===== src/rtl/cell_sweep_ctrl.sv =====
// cell_sweep_ctrl: exhaustive truth-table sweep of one combinational cell; SWEEP_OBSERVED_EN keeps a per-vector capture
module cell_sweep_ctrl #(
   parameter int N_IN = 3,
   parameter int SETTLE = 10,
   parameter logic [2**N_IN-1:0] EXPECT = 8'h1F
) (
   input  logic                 clk,
   input  logic                 rst,
   input  logic                 start,
   input  logic                 abort,
   output logic [N_IN-1:0]      cell_in,
   input  logic                 cell_out,
   output logic                 busy,
   output logic                 done,
   output logic                 pass,
   output logic [N_IN:0]        err_cnt,
   output logic [N_IN-1:0]      first_fail,
   output logic                 first_fail_vld,
   output logic [2**N_IN-1:0]   observed
);
   localparam int SW = SETTLE > 1 ? $clog2(SETTLE) : 1;
   typedef enum logic [1:0] {IDLE, WAIT, SAMPLE, DONE} state_t;
   state_t state;
   logic [N_IN-1:0] vec;
   logic [SW-1:0] settle;
   logic mis;
   logic take;
   assign mis = cell_out != EXPECT[vec];
   assign take = state == IDLE && start && !abort;
   // sweep sequencer: vector stepping, settle timing, mismatch bookkeeping
   always_ff @(posedge clk or posedge rst)
      if (rst) begin
         state <= IDLE;
         vec <= '0;
         settle <= '0;
         cell_in <= '0;
         busy <= 1'b0;
         done <= 1'b0;
         pass <= 1'b0;
         err_cnt <= '0;
         first_fail <= '0;
         first_fail_vld <= 1'b0;
      end else if (abort && state != IDLE) begin
         state <= IDLE;
         busy <= 1'b0;
         done <= 1'b0;
         cell_in <= '0;
         pass <= 1'b0;
      end else
         case (state)
            IDLE: if (take) begin
               state <= WAIT;
               vec <= '0;
               cell_in <= '0;
               settle <= SW'(SETTLE - 1);
               err_cnt <= '0;
               first_fail <= '0;
               first_fail_vld <= 1'b0;
               pass <= 1'b0;
               busy <= 1'b1;
            end
            WAIT: if (settle == '0) state <= SAMPLE;
               else settle <= settle - 1'b1;
            SAMPLE: begin
               err_cnt <= err_cnt + {{N_IN{1'b0}}, mis};
               if (mis && !first_fail_vld) begin
                  first_fail <= vec;
                  first_fail_vld <= 1'b1;
               end
               if (&vec) begin
                  state <= DONE;
                  done <= 1'b1;
                  busy <= 1'b0;
                  cell_in <= '0;
                  pass <= err_cnt == '0 && !mis;
               end else begin
                  state <= WAIT;
                  vec <= vec + 1'b1;
                  cell_in <= vec + 1'b1;
                  settle <= SW'(SETTLE - 1);
               end
            end
            DONE: begin
               state <= IDLE;
               done <= 1'b0;
            end
         endcase
`ifdef SWEEP_OBSERVED_EN
   // per-vector capture of the sampled cell output, cleared when a sweep starts
   always_ff @(posedge clk or posedge rst)
      if (rst) observed <= '0;
      else if (take) observed <= '0;
      else if (state == SAMPLE && !abort) observed[vec] <= cell_out;
`else
   assign observed = '0;
`endif
endmodule

===== config.mk =====
export PLATFORM = sky130hd
export DESIGN_NAME = cell_sweep_ctrl
export DESIGN_NICKNAME = d
export VERILOG_FILES = /design/src/rtl/cell_sweep_ctrl.sv
export SDC_FILE = /design/constraint.sdc
export NUM_CORES = 1
export LEC_CHECK = 0
export ABC_CLOCK_PERIOD_IN_PS = 1900
export BUFFER_PORTS_ARGS = -buffer_cell sky130_fd_sc_hd__buf_2
export CORE_UTILIZATION = 48
export CTS_CLUSTER_DIAMETER = 40
export CTS_CLUSTER_SIZE = 24
export DETAILED_ROUTE_END_ITERATION = 16
export PLACE_DENSITY_LB_ADDON = 0.2
export SYNTH_ARGS = -nofsm -noshare
export SYNTH_HDL_FRONTEND = slang
export SYNTH_SLANG_ARGS = --single-unit

===== constraint.sdc =====
create_clock -name clk -period 1.9 [get_ports clk]
set_clock_uncertainty 0.2 [all_clocks]
set_input_delay 0.38 -clock clk [delete_from_list [all_inputs] [get_ports clk]]
set_output_delay 0.38 -clock clk [all_outputs]
set_load 0.02 [all_outputs]

Word level (Yosys, flattened, before mapping)
Memories as Yosys holds them, arrays and structs flattened.
Index checks and enable logic that the tools add are counted.
W data, S select, Z words.

storage, ports and cells
  flip-flop bits (word level) = 23
  bits in read-only memories = 8
  input port bits = 5
  output and inout bits = 22
  logic and storage cells = 85
  memories kept = 1

operators by class
  add/sub/neg operators = 3
  order comparisons = 1
  equal/unequal tests = 11
  mux-type cells = 33
  bitwise operators = 1
  reduce and logical (&&, ||, !) cells = 25

memory list
  memory            words  bits a word  read ports  clocked after memory_dff  wr ports  line  text
  (name not given)  8      1            1           0                         0         28    assign mis = cell_out != EXPECT[vec];

operator list
  kind                   count
  $pmux W3 S2            3
  $mux W4                4
  $mux W3                5
  $pmux W4 S3            1
  $mux W1                10
  $reduce_and A3 Y1      3
  $reduce_bool A3 Y1     3
  $logic_not A4 Y1       2
  $mux W2                4
  $ne A2 B2 Y1 const B   4
  $pmux W1 S2            4
  $pmux W2 S4            1
  $pmux W4 S2            1
  $reduce_and A4 Y1      2
  $ne A3 B3 Y1 const B   2
  $reduce_and A2 Y1      3
  $logic_and A1 B1 Y1    5
  $reduce_and A5 Y1      1
  $add A4 B1 Y4          1
  $eq A2 B2 Y1 const B   2
  $lt A3 B4 Y1 const B   1
  $reduce_bool A2 Y1     2
  $sub A4 B1 Y4 const B  1
  $add A3 B1 Y3 const B  1
  other kinds (6)        8

Longest topological paths before layout
  word-level depth = 8
  mapped depth = 10
  gate-level depth less buffers = 10

Worst setup path after synthesis
OpenSTA, ideal clock, no wires.

  kind = reg-to-reg
  start = reg vec[0]
  end = reg settle[2]
  setup time = 0.118 ns
  data arrival time = 1.672 ns
  data required time = 1.582 ns
  path slack = -0.090 ns
  cell stages (with the launch flop) = 7
  buffers on the path = 0
  period minus slack after synthesis = 1.990 ns
  cells stage by stage = dfrtp_1 ha_1 ha_1 or4b_4 o31ai_2 o21ai_1 a21o_1

between the ends
  cells in the longest elaborated chain, start to end = 3

ends and longest elaborated chain
  what                                line  text
  start: declaration                  24    logic [N_IN-1:0] vec;
  start signal: assignment            78    vec <= vec + 1'b1;
  $reduce_and A3 Y1                   70    if (&vec) begin
  $ne A2 B2 Y1 (no source line)       n/a
  $reduce_and A5 Y1 (no source line)  n/a
  end signal: assignment              55    settle <= SW'(SETTLE - 1);
  end signal: assignment              63    else settle <= settle - 1'b1;
  end signal: assignment              80    settle <= SW'(SETTLE - 1);
  end: declaration                    25    logic [SW-1:0] settle;

No other way between the ends.
A chain may end at the register's enable or synchronous reset.

Worst setup path in the final report
  start = reg vec[0]
  end = reg cell_in[0]

between the ends
  cells in the longest elaborated chain, start to end = 4
  elaborated cells on any way between the ends = 5
  classes of those cells = add/sub (1); mux (3); reduce/logical (1)

ends and longest elaborated chain
  what                                                line    text
  $add A3 B1 Y3 or $reduce_and A3 Y1 (tied branches)  79, 70
  $mux W3 (*)                                         70
  $pmux W3 S2 (*)                                     50      case (state)
  $mux W3 (*)                                         43      end else if (abort && state != IDLE) begin
  end signal: assignment                              79      cell_in <= vec + 1'b1;
  end: declaration                                    11      output logic [N_IN-1:0] cell_in,

Mark *: on every way between the ends. The rest lies on a longest branch, timed or not.

==> run summary <==
The clock period minus worst slack came out at 1.99 ns. Dividing the detail-routed wire length by the instance count gives 13.7 microns. TritonCTS built the clock tree. The worst setup path is captured at a flop. The setup TNS after final layout is -0.382 ns. The yosys synthesis warning count came out at 0. The mean instance size in the synthesized netlist came out at 9.96 sq um.

The routed wire length came out at 2660 microns. The number of levels the H-tree was split into came out at 1. The placed standard-cell area came out at 0.00146 sq mm.

The number of global-route vias before repair is 997. The slack of the worst reg-to-reg path came out at -0.09 ns. The detailed router placed 996 vias in this run. The cell area after synthesis is 0.00125 sq mm. For this run, the top clock speed supported by timing is 504 MHz. In the post-synthesis netlist, the biggest area contributors are dfrtp_1, ha_1, nand2_1. The synthesized netlist cell count is 126. The distinct cell type count of the synthesized netlist came out at 35. Summed over all cells, the static leakage comes to 0.844 nW. The net count of the finished layout is 177. The final core area utilization is 65.0%.

The root buffer cell chosen for the clock tree is clkbuf_4. For the worst setup path, the data arrival time is 2.05 ns. The number of sinks on the clock net came out at 23. The buffer depth of the longest clock path came out at 2. The weighted congestion at the end of routability-driven global placement is 0.808.

The number of fill cells came out at 200. After layout, the worst path uses 105% of the clock period. The number of design rule violations left after detail routing is 0.

In this run the horizontal extent of the chip is 53.1 microns. The number of flops mapped to enable cells by yosys is 0. The signed area change from the synthesized netlist to the final layout came out at 28.3%. The hold violation total from the final report is 0.

The initial detailed-routing violation count came out at 24. The post-layout instance area came out at 0.00161 sq mm. The worst-case vdd ir drop came out at 0.000608 V. Of the cells placed in the final design, the portion with a size suffix greater than 1 is 38.4%. The die footprint came out at 0.00282 sq mm. The required time of the critical path came out at 1.97 ns. The top cell type by area accounts for 45.9% of the synthesized area. The worst setup path is launched from a flop.

Once detail routing completed, the nets flagged for antenna violations numbered 0. Input and output buffers added on the ports amount to 18. The flow ran to the end, but the final reports show violations. The dominant synthesized flop cell is dfrtp_1. The number of search-and-repair iterations in the first detailed-routing pass is 4. The final reports fail on setup timing. The die boundary height is 53.1 microns. The largest driver fanout on the critical path is 3. The biggest area consumer among synthesized cells is dfrtp_1. The maximum number of pins on one net before global-route repair is 24. The latest clock arrival within the worst-skew pair is 0.31 ns. Ranked by instance count, the synthesized netlist is headed by dfrtp_1, nand2_1, buf_4, nor2_1, ha_1. The initial antenna violation count is 0. The final-report setup violation count came out at 7.

The starting density of the core is 50.7%. The floorplan has 18 rows. The cell area power density came out at 755 mW/mm^2.

The core box area came out at 0.00248 sq mm. Of the synthesized area, sequential elements account for 45.9%. The critical path class is flop to flop.

The post-synthesis sequential element count is 23. The total I/O pin count came out at 27. The wire-length estimate of the detail-placed layout is 1920 microns.

The clock-pin slew on the worst setup and hold paths is 0.14 ns. The minimum setup slack in the final design is -0.0858 ns. The first-pass GRT wire length came out at 4460 microns.

Setup repair after global routing could not meet its margin everywhere. The max capacitance violation total came out at 0. The total global routing track utilization came out at 22.3%. The aggregate global routing overflow is 0. The fraction of synthesis flops using an asynchronous set or reset pin is 100%.

The max-slew violation count came out at 0. The most common cell in the synthesized netlist is dfrtp_1. The number of placed cells counting well taps came out at 183.

For this run, the number of standard cells in the final layout without fillers is 194. In this run, CTS created clock tree buffers numbering 3. The via density per instance is 5.13. The class of the tightest hold or removal check is input pin to flop. The number of diodes added for antenna fixing came out at 0.
## kinds of logic (layout without fill, tap and decap cells)
| group | count (synthesis) | after routing | share of synthesized area (%) |
|---|---|---|---|
| flops | 23 | 23 | 45.9 |
| simple gates | 47 | 47 | 19.9 |
| other cells | 1 | 8 | 0.299 |
| fa+ha+maj | 7 | 7 | 6.98 |
| compound gates | 24 | 24 | 13.8 |
| mux | 3 | 3 | 2.39 |
| xor+xnor | 3 | 3 | 2.09 |
| buf+inv | 18 | 49 | 8.67 |
## power breakdown
| group | internal (W) | switching, W |
|---|---|---|
| Clock | 0.0000787 | 0.000154 |
| Combinational | 0.000167 | 0.000204 |
| Sequential | 0.000554 | 0.0000594 |
## worst max-delay path: stages (launching register included)
cell and delay (ns):
dfrtp_1 0.43, ha_2 0.19, ha_2 0.17, or4b_4 0.51, buf_4 0.16, buf_6 0.10, nor2_2 0.09, a21o_1 0.09
## registers in the layout, indices dropped and copies added, names as in the netlist
name / flops
err_cnt: 4
cell_in: 3
pass: 1
first_fail_vld: 1
busy: 1
state: 2
first_fail: 3
settle: 4
vec: 3
done: 1
## metrics by stage
stage	power, W	hold slack (ns)	worst slack, ns
floorplan	0.000885	0.182	-0.0242
global placement	0.000951	0.230	-0.0192
detailed placement	0.000967	0.235	-0.0728
CTS	0.00121	0.262	-0.0696
global route	0.00130	0.274	-0.156
finish	0.00122	0.286	-0.0858
## layout make-up
cell class	count	area (sq um)	share of cell area, %
Clock buffer	3	22.5	1.40
Clock inverter	1	5.00	0.311
Inverter	6	22.5	1.40
Multi-Input combinational cell	92	686	42.6
Sequential cell	23	576	35.7
Tap cell	30	37.5	2.33
Timing Repair Buffer	39	262	16.2
## metal layers
| metal | global-route usage, % | routed length [microns] | share of wire (%) |
|---|---|---|---|
| met3 | 2.59 | 126 | 4.7 |
| met5 | 0 | 0 | 0 |
| met4 | 10.1 | 19 | 0.72 |
| met2 | 36.9 | 1280 | 48 |
| met1 | 28.9 | 1230 | 46 |
## cells in the final DEF, fill, tap and decap left out, types with 2 or more instances in the layout
cell type	netlist	routed
a21o_1	3	3
a21oi_1	3	3
a22o_1	4	4
buf_2	0	18
buf_4	9	17
buf_6	1	3
clkbuf_4	0	3
conb_1	1	8
dfrtp_1	23	23
ha_1	7	2
ha_2	0	3
ha_4	0	2
inv_1	6	5
mux2i_1	3	3
nand2_1	19	17
nand2_2	0	2
nand2b_1	4	3
nand4_1	2	2
nor2_1	9	8
nor3b_1	3	3
o21ai_1	5	5
o21ai_2	1	3
xor2_1	2	2
## timing repair
item | 4_1_cts | 5_1_grt
hold endpoints to repair | 23 | 0
endpoints found under the setup margin | 11 | 16
buffers inserted | 5 | 2
pin swaps | 2 | 8
hold buffers | 1 | 0
resized for setup | 3 | 14
## final timing paths
| check | startpoint | to | depth (start not counted) |
|---|---|---|---|
| min reg2reg | cell_in[0] | cell_in[0] | 1 |
| min in group asynchronous | rst | settle[1] | 4 |
| max in group asynchronous | rst | first_fail[0] | 4 |
| min | abort | state[1] | 3 |
| max reg2reg | vec[0] | cell_in[0] | 7 |
| max | vec[0] | cell_in[0] | 7 |
(Power assumes the default switching activity.)
